--- config.mk ---
export PLATFORM = sky130hd
export DESIGN_NAME = fnn_layer_sequencer
export DESIGN_NICKNAME = d
export VERILOG_FILES = /design/src/rtl/fnn_layer_sequencer.sv
export SDC_FILE = /design/constraint.sdc
export NUM_CORES = 1
export LEC_CHECK = 0
export CORE_ASPECT_RATIO = 0.8
export CORE_MARGIN = 5
export CORE_UTILIZATION = 50
export CTS_CLUSTER_DIAMETER = 120
export DETAILED_ROUTE_END_ITERATION = 8
export PLACE_DENSITY = 0.73
export SYNTH_ARGS = -nofsm -noshare
export SYNTH_HDL_FRONTEND = slang
export SYNTH_SLANG_ARGS = --single-unit
--- constraint.sdc ---
create_clock -name clk_i -period 3.05 [get_ports clk_i]
set_clock_uncertainty 0.05 [all_clocks]
set_input_delay 0.4575 -clock clk_i [delete_from_list [all_inputs] [get_ports clk_i]]
set_output_delay 0.4575 -clock clk_i [all_outputs]
set_load 0.05 [all_outputs]
--- src/rtl/fnn_layer_sequencer.sv ---
// rtl/fnn_layer_sequencer.sv - buffers one input vector, broadcasts it to a neuron layer, collects and streams the results
module fnn_layer_sequencer #(
    parameter int numInputs     = 30,
    parameter int numNeurons    = 30,
    parameter int dataWidth     = 16,
    parameter int timeoutCycles = 64
) (
    input  logic                             clk_i,
    input  logic                             rst_i,
    input  logic [dataWidth-1:0]             in_data_i,
    input  logic                             in_valid_i,
    output logic                             in_ready_o,
    output logic [dataWidth-1:0]             nrn_in_o,
    output logic                             nrn_in_valid_o,
    input  logic [numNeurons*dataWidth-1:0]  nrn_out_i,
    input  logic [numNeurons-1:0]            nrn_outvalid_i,
    output logic [dataWidth-1:0]             out_data_o,
    output logic                             out_valid_o,
    input  logic                             out_ready_i,
    output logic                             busy_o,
    output logic                             layer_done_o,
    output logic                             timeout_err_o
);

    localparam int LW  = $clog2(numInputs + 1);
    localparam int NW  = $clog2(numNeurons + 1);
    localparam int TW  = $clog2(timeoutCycles + 1);
    localparam int IW  = (numInputs > 1) ? $clog2(numInputs) : 1;
    localparam int OW  = (numNeurons > 1) ? $clog2(numNeurons) : 1;
    localparam logic [LW-1:0] LD_LAST   = LW'(numInputs - 1);
    localparam logic [NW-1:0] NN_LAST   = NW'(numNeurons - 1);
    localparam logic [TW-1:0] WAIT_LAST = TW'(timeoutCycles - 1);

    typedef enum logic [1:0] {
        S_LOAD,
        S_STREAM,
        S_WAIT,
        S_OUT
    } state_t;

    state_t                state_q, state_d;
    logic [LW-1:0]         ld_cnt_q, ld_cnt_d;
    logic [LW-1:0]         st_cnt_q, st_cnt_d;
    logic [LW-1:0]         st_nxt;
    logic [TW-1:0]         wait_cnt_q, wait_cnt_d;
    logic [NW-1:0]         out_cnt_q, out_cnt_d;
    logic [numNeurons-1:0] mask_q, mask_d;
    logic [dataWidth-1:0]  nrn_in_q, nrn_in_d;
    logic                  nrn_in_valid_q, nrn_in_valid_d;
    logic                  layer_done_q, layer_done_d;
    logic                  timeout_err_q, timeout_err_d;

    logic [dataWidth-1:0]  in_buf_q  [numInputs];
    logic [dataWidth-1:0]  res_buf_q [numNeurons];

    logic                  in_we;
    logic [numNeurons-1:0] cap_vec;
    logic [numNeurons-1:0] zero_vec;

    assign in_ready_o     = (state_q == S_LOAD) && !rst_i;
    assign nrn_in_o       = nrn_in_q;
    assign nrn_in_valid_o = nrn_in_valid_q;
    assign out_valid_o    = (state_q == S_OUT);
    assign out_data_o     = out_valid_o ? res_buf_q[out_cnt_q[OW-1:0]] : '0;
    assign busy_o         = !((state_q == S_LOAD) && (ld_cnt_q == '0));
    assign layer_done_o   = layer_done_q;
    assign timeout_err_o  = timeout_err_q;
    assign st_nxt         = st_cnt_q + LW'(1);

    always_comb begin
        state_d        = state_q;
        ld_cnt_d       = ld_cnt_q;
        st_cnt_d       = st_cnt_q;
        wait_cnt_d     = wait_cnt_q;
        out_cnt_d      = out_cnt_q;
        mask_d         = mask_q;
        nrn_in_d       = '0;
        nrn_in_valid_d = 1'b0;
        layer_done_d   = 1'b0;
        timeout_err_d  = timeout_err_q;
        in_we          = 1'b0;
        cap_vec        = '0;
        zero_vec       = '0;

        case (state_q)
            S_LOAD: begin
                if (in_valid_i && in_ready_o) begin
                    in_we = 1'b1;
                    if (ld_cnt_q == LD_LAST) begin
                        // First broadcast sample is registered here so the burst starts the very next cycle.
                        state_d        = S_STREAM;
                        ld_cnt_d       = '0;
                        st_cnt_d       = '0;
                        nrn_in_valid_d = 1'b1;
                        nrn_in_d       = (numInputs == 1) ? in_data_i : in_buf_q[0];
                    end else begin
                        ld_cnt_d = ld_cnt_q + LW'(1);
                    end
                end
            end
            S_STREAM: begin
                cap_vec = nrn_outvalid_i & ~mask_q;
                mask_d  = mask_q | cap_vec;
                if (st_cnt_q == LD_LAST) begin
                    state_d    = S_WAIT;
                    st_cnt_d   = '0;
                    wait_cnt_d = '0;
                end else begin
                    st_cnt_d       = st_nxt;
                    nrn_in_valid_d = 1'b1;
                    nrn_in_d       = in_buf_q[st_nxt[IW-1:0]];
                end
            end
            S_WAIT: begin
                cap_vec    = nrn_outvalid_i & ~mask_q;
                mask_d     = mask_q | cap_vec;
                wait_cnt_d = wait_cnt_q + TW'(1);
                if (&mask_d) begin
                    state_d    = S_OUT;
                    wait_cnt_d = '0;
                    out_cnt_d  = '0;
                end else if (wait_cnt_q == WAIT_LAST) begin
                    // Silent neurons report zero so downstream still receives a full vector.
                    state_d       = S_OUT;
                    wait_cnt_d    = '0;
                    out_cnt_d     = '0;
                    timeout_err_d = 1'b1;
                    zero_vec      = ~mask_d;
                end
            end
            S_OUT: begin
                if (out_ready_i) begin
                    if (out_cnt_q == NN_LAST) begin
                        state_d      = S_LOAD;
                        out_cnt_d    = '0;
                        mask_d       = '0;
                        layer_done_d = 1'b1;
                    end else begin
                        out_cnt_d = out_cnt_q + NW'(1);
                    end
                end
            end
            default: state_d = S_LOAD;
        endcase
    end

    always_ff @(posedge clk_i) begin
        if (rst_i) begin
            state_q        <= S_LOAD;
            ld_cnt_q       <= '0;
            st_cnt_q       <= '0;
            wait_cnt_q     <= '0;
            out_cnt_q      <= '0;
            mask_q         <= '0;
            nrn_in_q       <= '0;
            nrn_in_valid_q <= 1'b0;
            layer_done_q   <= 1'b0;
            timeout_err_q  <= 1'b0;
        end else begin
            state_q        <= state_d;
            ld_cnt_q       <= ld_cnt_d;
            st_cnt_q       <= st_cnt_d;
            wait_cnt_q     <= wait_cnt_d;
            out_cnt_q      <= out_cnt_d;
            mask_q         <= mask_d;
            nrn_in_q       <= nrn_in_d;
            nrn_in_valid_q <= nrn_in_valid_d;
            layer_done_q   <= layer_done_d;
            timeout_err_q  <= timeout_err_d;
        end
    end

    always_ff @(posedge clk_i) begin
        if (in_we) begin
            in_buf_q[ld_cnt_q[IW-1:0]] <= in_data_i;
        end
        for (int k = 0; k < numNeurons; k++) begin
            if (cap_vec[k]) begin
                res_buf_q[k] <= nrn_out_i[k*dataWidth +: dataWidth];
            end else if (zero_vec[k]) begin
                res_buf_q[k] <= '0;
            end
        end
    end

endmodule
# After elaboration in Yosys (flattened, before gate mapping)
# Memories as Yosys holds them, arrays and structs flattened. A register that Yosys moved wholly into a read port is not among the register bits.
# Cells that the tools add are included.
totals:
  ramBits: 960
  output_inout_bits: 38
  regBits: 73
  n_memories: 2
classes:
  reduce_logical: 21
  bitwise_logic: 37
  n_eq_ne: 13
  n_addsub: 4
  n_mux: 225
mem_list:
  columns: ["name", "depth", "width", "rd", "rd_ports_with_merged_regs", "write_ports", "line_no", "rtl"]
  rows:
  - ["in_buf_q", 30, 16, 2, 0, 1, "53", "logic [dataWidth-1:0] in_buf_q [numInputs];"]
  - ["res_buf_q", 30, 16, 1, 1, 30, "54", "logic [dataWidth-1:0] res_buf_q [numNeurons];"]
op_table:
  columns: ["op", "n"]
  rows:
  - ["$mux W16", 34]
  - ["$mux W30", 6]
  - ["$mux W1", 158]
  - ["$not A30 Y30", 2]
  - ["$pmux W30 S2", 1]
  - ["$mux W5", 10]
  - ["$pmux W16 S2", 1]
  - ["$and A30 B30 Y30", 1]
  - ["$or A1 B1 Y1", 30]
  - ["$or A30 B30 Y30", 1]
  - ["$reduce_and A30 Y1", 1]
  - ["$mux W7", 3]
  - ["$pmux W5 S2", 2]
  - ["$add A5 B1 Y5 const B", 3]
  - ["$eq A5 B5 Y1 const B", 3]
  - ["$mux W2", 7]
  - ["$pmux W7 S2", 1]
  - ["$reduce_and A3 Y1", 4]
  - ["$ne A2 B1 Y1 const B", 4]
  - ["$pmux W2 S4", 1]
  - ["$reduce_bool A2 Y1", 4]
  - ["$add A7 B1 Y7 const B", 1]
  - ["$eq A7 B6 Y1 const B", 1]
  - ["$reduce_and A6 Y1", 1]
  - ["other kinds (13)", 20]

# Longest topological paths before layout
depth:
  depth_word: 11
  ltp_mapped: 10
  ltp_nobuf: 9

# Least setup slack after synthesis
# OpenSTA, ideal clock, no wires.
synth_timing:
  path_type: "flip-flop to output port"
  startpoint: "register (tool-made name)"
  endpoint: "output port out_data_o[10]"
  t_arrival_ns: 2.648
  t_required_ns: 2.542
  stages_incl_launch_ff: 8
  setup_slack_ns: -0.106
  path_buffers: 3
  cell_sequence: "dfxtp_1 -> buf_2 -> buf_2 -> buf_1 -> mux2i_1 -> a21oi_1 -> a21oi_1 -> o21ai_0"
synth_lines:
  columns: ["item", "line_no", "rtl"]
  rows:
  - ["end: declaration", "17", "output logic [dataWidth-1:0] out_data_o,"]

==> flow_summary.yaml <==
floorplanning:
  design.die.area_mm2: 0.0930
  core_area_mm2: 0.0860
  dieHeight_um: 274
  floorplan.io_pins: 568
  effective_utilization_at_floorplan: 0.506
  die_w_um: 340
  std_cell_rows: 96
placed_design:
  io_buffer_count: 567
  post-dp-hpwl_um: 97900
  routabilityCongestion: 0.957
routing:
  ant_nets: 0
  detail_route.wl_per_cell_um: 30.3
  drt_total_wl_um: 137000
  vias: 27100
  drt_via_density: 6.00
  drt-initial-drc-count: 3501
  drc_errors: 0
  detailedRoute.firstPassIterationCount: 6
synth:
  synth.top_cells.by_area: "sky130_fd_sc_hd__edfxtp_1 (65%), sky130_fd_sc_hd__mux4_2 (13%), sky130_fd_sc_hd__and2_1 (6.7%)"
  synth_edf_count: 944
  post_synth_most_frequent_cells: "sky130_fd_sc_hd__edfxtp_1 (944), sky130_fd_sc_hd__and2_1 (464), sky130_fd_sc_hd__mux4_2 (256)"
  ys_async_sr_fraction: 0
  synth.distinct_cells: 52
  synth_sequential_area_ratio: 0.695
  mapped_area_mm2: 0.0435
  synth_largest_area_cell: "sky130_fd_sc_hd__edfxtp_1"
  synth_nets: 3081
  yosys_warning_count: 0
  syn-mean-instance-area_um2: 17.1
  netlist_instances: 2537
  synth_flop_cell: "sky130_fd_sc_hd__edfxtp_1"
  ys_seq_elements: 1038
  fraction_of_synthesized_cell_area_taken_by_the_top_area_cell_type: 0.652
  most_repeated_cell_in_the_gate_level_netlist_after_synthesis: "sky130_fd_sc_hd__edfxtp_1"
global_route:
  grt_antenna_before_repair: 48
  grt_first_pass_wirelength_um: 193000
  globalRoute.totalOverflow: 0
  groute.usage.overall: 0.287
  via_count_of_the_first_global_routing_pass: 27500
  pin_count_of_the_biggest_net_entering_global_routing: 50
clock_tree:
  cts_buffer_depth: 3
  clock_tree_from_tritoncts: "built"
  depth_of_the_cts_h_tree: 3
  cts-root-buf: "sky130_fd_sc_hd__clkbuf_16"
  clock-sinks: 1038
  clk_pin_slew_worst_paths_ns: 0.07
  worst_skew_pair.late_latency_ns: 0.68
  numCtsBuffers: 97
  ctsHoldBuffers: 0
timing:
  final_critical_path_setup_slack_ns: -0.524
  final_min_period_over_clock_period: 1.17
  final.min_clock_period_ns: 3.57
  setup_repair_after_global_routing_missed_its_margin: "true"
  timing_hold_violations_final: 0
  timing_worst_slew_pin_value_ns: 1.10
  slew_headroom: 0.263
  setup_tns_ns: -7.27
  setup-violations-final: 16
  finalMaxSlewViolations: 0
  max_clock_freq_ghz: 0.280
setup_path:
  critical_path.startpoint_type: "register"
  end_kind: "primary output"
  critPathMaxFanout: 5
  worst_ep_required_time_ns: 2.54
  timing.setup.critical_path_class: "register to primary output"
  crit_arrival_ns: 3.07
status:
  run_status: "complete, but fails checks"
  violated_checks: "negative setup slack"
power_and_ir_drop:
  power.density_cell_area_mw_per_mm2: 626
  total_leakage_power_nw: 18.6
  power.total_mw: 35.0
  peakVddDrop_uv: 468
worst_hold_path:
  min-delay-path-class: "input port to register"
finish:
  nets: 3815
  area.growth.synth_to_final_pct: 28.7
  drive_gt1_frac: 0.208
run:
  drv.max_cap_violation_count: 0
-- placed cells by master (no fill, tap or decap), drive strengths merged, types with 7 or more instances in the layout --
cell type      synthesis  routed
a21oi                 81      81
a221o                 16      16
a22o                  30      30
and2                 464     464
buf                   71     235
bufinv                 0      12
clkbuf                81     121
clkdlybuf4s50          0     549
clkinv                 1      44
dfxtp                 94      94
diode                  0      43
edfxtp               944     944
ha                    14      14
inv                   11      14
mux2                  16      16
mux2i                 65      65
mux4                 256     256
nand2                 79      79
nand3                 33      33
nand3b                32      32
nor2                 126     126
nor3                   7       7
nor4                   7       7
o21ai                 26      26
o22ai                 22      22
or3                   15      15
-- sequential cells by signal (all words and copies together) (netlist names), 2 cells and up, named ones only --
name	flops
state_q	2
ld_cnt_q	5
mask_q	30
st_cnt_q	5
in_buf_q	480
wait_cnt_q	7
nrn_in_o	16
res_buf_q	480
out_cnt_q	5
-- power breakdown --
| part | total, mW | internal, mW | switching, mW |
|---|---|---|---|
| sequential | 17.5 | 17.0 | 0.488 |
| clock | 12.6 | 7.12 | 5.45 |
| combinational | 4.96 | 2.28 | 2.69 |
-- final timing paths --
path	start	end	slack, ns	depth (start not counted)
max	register	out_data_o[6]	-0.52	8
min	nrn_out_i[206]	res_buf_q[12][14]	0.38	2
max reg2reg	st_cnt_q[0]	nrn_in_o[15]	0.22	6
min reg2reg	wait_cnt_q[1]	wait_cnt_q[1]	0.44	2
-- routing by layer --
layer,vias up,part of all wire,global-route usage
li1,11300,-,-
met1,14000,0.38,0.395
met2,1602,0.48,0.451
met3,222,0.11,0.0723
met4,12,0.034,0.101
met5,-,0.00061,0
-- worst max-delay path: stages, from the launching register on --
cell                      delay [ns]
sky130_fd_sc_hd__dfxtp_4        0.36
sky130_fd_sc_hd__buf_12         0.14
sky130_fd_sc_hd__buf_12         0.13
sky130_fd_sc_hd__buf_16         0.12
sky130_fd_sc_hd__mux4_2         0.57
sky130_fd_sc_hd__mux4_2         0.60
sky130_fd_sc_hd__nand2_2        0.12
sky130_fd_sc_hd__o21ai_1        0.11
sky130_fd_sc_hd__buf_6          0.21
-- repair_timing --
item,CTS,global route
gates cloned,5,0
setup endpoints to repair,17,19
gates resized for setup,53,13
setup buffers,16,9
pin swaps,7,5
-- kinds of logic after synthesis --
| group | Yosys count | share of synthesized area |
|---|---|---|
| flops | 1038 | 0.695 |
| simple gates | 788 | 0.102 |
| mux | 337 | 0.152 |
| compound gates | 192 | 0.0287 |
| buf+inv | 164 | 0.0174 |
| fa+ha+maj | 14 | 0.00403 |
| xor+xnor | 4 | 0.00124 |
-- per-stage QoR --
step,hold WS (ns),util,instance area [um^2],setup slack [ns],cells
floorplan,0.399,-,43500,-0.106,2537
global placement,0.410,0.604,51900,-0.0137,4270
detailed placement,0.419,0.604,51900,-0.0194,4270
CTS,0.336,0.648,55800,-0.529,4473
global route,0.363,0.651,56000,-0.546,4510
finish,0.378,0.651,56000,-0.524,4524
-- cell type report --
cell class              instances  area, um^2
diodes                         43         108
clock buffers                 121        2590
clock inverters                61         719
fillers                      5882       30000
inverters                      12        45.0
multi-input cells            1335       12700
flip-flops and latches       1038       30200
well taps                    1127        1410
repair buffers                787        8180
No activity file was read; power rests on OpenSTA's default activity.
